### src/rtl/nn_ctrl_pkg.sv
// rtl/nn_ctrl_pkg.sv - shared modes, scheduler states and index sizing for the NN array controllers
package nn_ctrl_pkg;

    localparam logic [2:0] MODE_IDLE  = 3'd0;
    localparam logic [2:0] MODE_LOAD  = 3'd1;
    localparam logic [2:0] MODE_LAYER = 3'd2;

    typedef enum logic [3:0] {
        S_IDLE,
        S_ISSUE_LOAD,
        S_WAIT_LOAD_ON,
        S_WAIT_LOAD_OFF,
        S_ISSUE_LAYER,
        S_WAIT_LAY_ON,
        S_WAIT_LAY_OFF,
        S_WRITEBACK,
        S_ADVANCE,
        S_DONE,
        S_ERROR
    } sched_state_t;

    // At least one bit, even for a single-tile grid.
    function automatic int tile_idx_width(input int n, input int tile);
        int tiles;
        tiles = n / tile;
        return (tiles <= 2) ? 1 : $clog2(tiles);
    endfunction

endpackage

### src/rtl/tile_index_counter_nn.sv
// rtl/tile_index_counter_nn.sv - row/column tile walker, column innermost, with last-tile flag
module tile_index_counter_nn #(
    parameter int TILES = 2,
    parameter int IW    = 1
) (
    input  logic          clk,
    input  logic          rst,
    input  logic          clear,
    input  logic          advance,
    output logic [IW-1:0] row,
    output logic [IW-1:0] col,
    output logic          last
);

    localparam logic [IW-1:0] MAX_IDX = IW'(TILES - 1);

    assign last = (row == MAX_IDX) && (col == MAX_IDX);

    always_ff @(posedge clk or posedge rst) begin
        if (rst) begin
            row <= '0;
            col <= '0;
        end else if (clear) begin
            row <= '0;
            col <= '0;
        end else if (advance && !last) begin
            if (col == MAX_IDX) begin
                col <= '0;
                row <= row + IW'(1);
            end else begin
                col <= col + IW'(1);
            end
        end
    end

endmodule

### src/rtl/tile_scheduler_nn.sv
// rtl/tile_scheduler_nn.sv - walks an NxN job tile by tile through load, layer readout and writeback
module tile_scheduler_nn
    import nn_ctrl_pkg::*;
#(
    parameter int N       = 8,
    parameter int TILE    = 4,
    parameter int TIMEOUT = 255,
    localparam int IW     = tile_idx_width(N, TILE)
) (
    input  logic          clk,
    input  logic          rst,
    input  logic          start,
    input  logic          abort,
    input  logic          load_busy,
    input  logic          layer_busy,
    input  logic          wb_ready,
    output logic          load_start,
    output logic          layer_start,
    output logic          wb_valid,
    output logic [2:0]    mode,
    output logic [IW-1:0] row_tile,
    output logic [IW-1:0] col_tile,
    output logic          busy,
    output logic          done,
    output logic          err
);

    sched_state_t state;
    logic [7:0]   timer;
    logic         accept;
    logic         idx_last;
    logic         in_wait;
    logic         wait_exit;
    logic         timed_out;

    assign accept = start && !abort && !load_busy && !layer_busy &&
                    ((state == S_IDLE) || (state == S_ERROR));
    assign in_wait = state inside {S_WAIT_LOAD_ON, S_WAIT_LOAD_OFF, S_WAIT_LAY_ON, S_WAIT_LAY_OFF};
    assign timed_out = (timer == 8'(TIMEOUT - 1));

    always_comb begin
        wait_exit = 1'b0;
        case (state)
            S_WAIT_LOAD_ON:  wait_exit = load_busy;
            S_WAIT_LOAD_OFF: wait_exit = !load_busy;
            S_WAIT_LAY_ON:   wait_exit = layer_busy;
            S_WAIT_LAY_OFF:  wait_exit = !layer_busy;
            default:         wait_exit = 1'b0;
        endcase
    end

    tile_index_counter_nn #(
        .TILES (N / TILE),
        .IW    (IW)
    ) u_idx (
        .clk     (clk),
        .rst     (rst),
        .clear   (accept),
        .advance ((state == S_ADVANCE) && !abort),
        .row     (row_tile),
        .col     (col_tile),
        .last    (idx_last)
    );

    always_ff @(posedge clk or posedge rst) begin
        if (rst) begin
            state       <= S_IDLE;
            timer       <= '0;
            load_start  <= 1'b0;
            layer_start <= 1'b0;
            wb_valid    <= 1'b0;
            mode        <= MODE_IDLE;
            busy        <= 1'b0;
            done        <= 1'b0;
            err         <= 1'b0;
        end else begin
            load_start  <= 1'b0;
            layer_start <= 1'b0;
            done        <= 1'b0;
            if (abort && (state != S_IDLE)) begin
                // err is deliberately left alone so a cancelled timeout stays visible
                state    <= S_IDLE;
                timer    <= '0;
                wb_valid <= 1'b0;
                mode     <= MODE_IDLE;
                busy     <= 1'b0;
            end else if (in_wait && !wait_exit) begin
                if (timed_out) begin
                    state <= S_ERROR;
                    timer <= '0;
                    err   <= 1'b1;
                    busy  <= 1'b0;
                    mode  <= MODE_IDLE;
                end else begin
                    timer <= timer + 8'd1;
                end
            end else begin
                timer <= '0;
                case (state)
                    S_IDLE, S_ERROR: begin
                        if (accept) begin
                            state      <= S_ISSUE_LOAD;
                            load_start <= 1'b1;
                            mode       <= MODE_LOAD;
                            busy       <= 1'b1;
                            err        <= 1'b0;
                        end
                    end
                    S_ISSUE_LOAD:    state <= S_WAIT_LOAD_ON;
                    S_WAIT_LOAD_ON:  state <= S_WAIT_LOAD_OFF;
                    S_WAIT_LOAD_OFF: begin
                        state       <= S_ISSUE_LAYER;
                        layer_start <= 1'b1;
                        mode        <= MODE_LAYER;
                    end
                    S_ISSUE_LAYER:   state <= S_WAIT_LAY_ON;
                    S_WAIT_LAY_ON:   state <= S_WAIT_LAY_OFF;
                    S_WAIT_LAY_OFF: begin
                        state    <= S_WRITEBACK;
                        wb_valid <= 1'b1;
                        mode     <= MODE_IDLE;
                    end
                    S_WRITEBACK: begin
                        if (wb_ready) begin
                            state    <= S_ADVANCE;
                            wb_valid <= 1'b0;
                        end
                    end
                    S_ADVANCE: begin
                        if (idx_last) begin
                            state <= S_DONE;
                            done  <= 1'b1;
                            busy  <= 1'b0;
                        end else begin
                            state      <= S_ISSUE_LOAD;
                            load_start <= 1'b1;
                            mode       <= MODE_LOAD;
                        end
                    end
                    S_DONE:  state <= S_IDLE;
                    default: state <= S_IDLE;
                endcase
            end
        end
    end

endmodule

### config.mk
export PLATFORM = sky130hd
export DESIGN_NAME = tile_scheduler_nn
export DESIGN_NICKNAME = d
export VERILOG_FILES = /design/src/rtl/nn_ctrl_pkg.sv /design/src/rtl/tile_index_counter_nn.sv /design/src/rtl/tile_scheduler_nn.sv
export SDC_FILE = /design/constraint.sdc
export NUM_CORES = 1
export LEC_CHECK = 0
export ABC_AREA = 1
export CAP_MARGIN = 15
export CORE_ASPECT_RATIO = 1.4
export CORE_MARGIN = 4
export CORE_UTILIZATION = 38
export CTS_BUF_LIST = sky130_fd_sc_hd__clkbuf_8
export DETAILED_ROUTE_END_ITERATION = 7
export PLACE_DENSITY_LB_ADDON = 0.1
export SLEW_MARGIN = 20
export SYNTH_ARGS = -nofsm -noshare
export SYNTH_HDL_FRONTEND = slang
export SYNTH_SLANG_ARGS = --single-unit
### constraint.sdc
create_clock -name clk -period 4.2 [get_ports clk]
set_clock_uncertainty 0.15 [all_clocks]
set_input_delay 0.84 -clock clk [delete_from_list [all_inputs] [get_ports clk]]
set_output_delay 0.84 -clock clk [all_outputs]
set_load 0.005 [all_outputs]
==> impl_metrics.tcl <==
set metrics [dict create \
    wirelength_um 2680 \
    grtUsageMet3_pct 2.18 \
    ys_top_cells_by_count "nand2_1 (46), nor2_1 (24), dfrtp_1 (22), inv_1 (22), nand3_1 (10)" \
    fin_setup_tns_ns 0 \
    drive_above_1_share_pct 13.8 \
    yosys_register_bits 22 \
    ctsHtreeMaxLevel 1 \
    synth_cell_types 24 \
    gp_congestion 0.901 \
    critPathTopFamily "simple AND/OR/NAND/NOR gates" \
    crit_path_end_kind "flop" \
    grt_max_degree 23 \
    path_buf_inv 3 \
    finalCritPeriodShare_pct 53.2 \
    drc 0 \
    fillers 325 \
    syn2layout_area_growth_pct 19.5 \
    outcome "finished, final reports clean" \
    via_per_inst 4.78 \
    vdd_drop_max_mv 0.316 \
    core_sq_um 3180 \
    syn_inst 171 \
    asyncSetResetFlopFracSynth_pct 100 \
    clk_pin_slew_ns 0.08 \
    cts_buffer_depth 2 \
    dp_hpwl_um 2180 \
    io_pins 18 \
    grt_use_met2_pct 23.5 \
    period_minus_slack_ns 2.24 \
    cts_tree "yes" \
    cp_max_fo 11 \
    yosys-top-cells-area "dfrtp_1 (43%), nand2_1 (13%), nor2_1 (7.0%)" \
    arrival_ns 2.25 \
    worstPathCellList "clkdlybuf4s50_1 -> inv_1 -> nand2_1 -> nand4_1 -> nand2_1 -> nor2_4 -> nand2_2 -> nand3_2 -> inv_1 -> o21bai_1" \
    syn_nets 180 \
    cp_slowest_cell "clkdlybuf4s50_1" \
    syn_area_sq_um 1280 \
    hold_class "flop to flop" \
    drv_cap 0 \
    yosysWarnings 0 \
    postSynthAreaPerCell_sq_um 7.49 \
    required_ns 4.21 \
    routedWlPerCell_um 11.8 \
    finalMaxSlewViolations 0 \
    rows 24 \
    num_antenna_cells 0 \
    cts-resized-gates 0 \
    slowest_delay_ns 0.47 \
    first_global_vias 1052 \
    crit_type "input pin to flop" \
    initial_utilization_pct 40.3 \
    yosysMostFrequentCell "nand2_1" \
    fp.dieArea_sq_um 4380 \
    power_density_nw_per_um2 623 \
    grt_pass1_wl_um 4580 \
    track_usage_pct 13.1 \
    worstMarginPinSlew_ns 0.822 \
    grt-busiest-layer "met2" \
    clock-root-buffer "clkbuf_8" \
    cp-start-kind "input pin" \
    ant_nets 0 \
    rsz0062_at_grt "false" \
    dr.first_iter.drc_count 47 \
    grtUsageMet1_pct 14.8 \
    slew_headroom_pct 45.1 \
    num-nets-final 198 \
    cts_sinks 22 \
    ctsHoldBuffers 0 \
    via_count 1085 \
    portBuffers 16 \
    die_w_um 57.1 \
    dieHeight_um 76.7 \
    antenna_found_initial 0 \
    gr-total-overflow 0 \
    synth_top_cell_by_area "dfrtp_1" \
    fmaxAchievable_ghz 0.447 \
    cts_made_buffers 3 \
    p_leak_nw 0.794 \
    finalHoldViolations 0 \
    ys.flop_type "dfrtp_1" \
    setup_violations 0 \
    final_util_pct 48.1 \
    dr.pass1.iters 4 \
    post_cts_buffers 0 \
    yosysSeqAreaShare_pct 43.0 \
    netlist.area_leader.share_pct 43.0 \
    synth-edff-count 0 \
    clk_latency_ns 0.27 \
]
[cell type report]
class                   count  area [sq um]  share of cell area, %
well taps                  39          48.8                   3.19
inverters                  26          97.6                   6.37
clock buffers               3          41.3                   2.70
repair buffers             16           160                   10.5
flip-flops and latches     22           551                   35.9
clock inverters             1          30.0                   1.96
multi-input cells         120           603                   39.4
[power by group]
part / switching (mW) / internal [mW] / leakage, nW
sequential: 0.0504 / 0.265 / 0.294
clock: 0.0681 / 0.127 / 0.0357
combinational: 0.266 / 0.177 / 0.464
[placed cells by master, fill, tap and decap left out, types with 2 or more instances in the layout]
master / n
a21oi_1: 3
clkbuf_8: 3
clkdlybuf4s50_1: 16
dfrtp_1: 22
ha_1: 2
inv_1: 22
inv_2: 4
nand2_1: 46
nand2_2: 7
nand3_1: 10
nand3_2: 2
nand4_1: 3
nor2_1: 24
nor2_2: 4
o21ai_0: 6
o21ai_2: 2
o21bai_1: 2
xor2_1: 3
[through the flow]
step	power, mW	instances	cell area [sq um]	hold WS, ns	worst slack [ns]
detailed placement	0.768	223	1460	0.316	1.67
floorplan	0.633	171	1280	0.301	2.36
finish	0.954	227	1530	0.326	1.96
CTS	0.965	227	1530	0.332	1.97
global route	1.03	227	1530	0.372	1.84
global placement	0.760	223	1460	0.303	1.72
[worst paths after layout]
| kind | start | end | slack (ns) | cells after the start |
|---|---|---|---|---|
| setup / recovery | load_busy | state[2] | 1.96 | 10 |
| min in group asynchronous | rst | load_start | 0.88 | 2 |
| hold reg to reg | wb_valid | wb_valid | 0.33 | 2 |
| max in group asynchronous | rst | timer[6] | 2.50 | 2 |
| setup reg to reg | state[3] | state[0] | 2.26 | 10 |
| hold / removal | wb_valid | wb_valid | 0.33 | 2 |
[cells by family after synthesis]
kind of cell               after synthesis  share of synthesized area (%)
and+or+nand+nor                         99                           35.4
other                                    1                          0.293
buffers and inverters                   29                           9.96
DFF                                     22                           43.0
adders and majority gates                2                           1.95
xor gates and xnor gates                 4                           2.73
AOI/OAI and AO/OA                       14                           6.64
[layer usage]
metal	up-vias	share of wire [%]
li1	559	-
met1	499	39
met2	22	55
met3	5	3.3
met4	0	1.8
met5	-	0
[worst register-to-register path, stage by stage, from the launching register on]
cell and delay, ns:
dfrtp_1 0.46, nor2_2 0.28, nand2_1 0.13, nand2_1 0.08, nand2_1 0.08, nor2_4 0.13, nand2_2 0.18, nand3_2 0.16
inv_1 0.07, nand2_1 0.06, nand2_1 0.05
[registers in the layout, summed over array words and instances, names as in the netlist]
| register | count |
|---|---|
| layer_start | 1 |
| done | 1 |
| u_idx.row | 1 |
| wb_valid | 1 |
| timer | 8 |
| load_start | 1 |
| u_idx.col | 1 |
| err | 1 |
| busy | 1 |
| state | 4 |
| mode | 2 |
No activity file was read; power rests on OpenSTA's default activity.
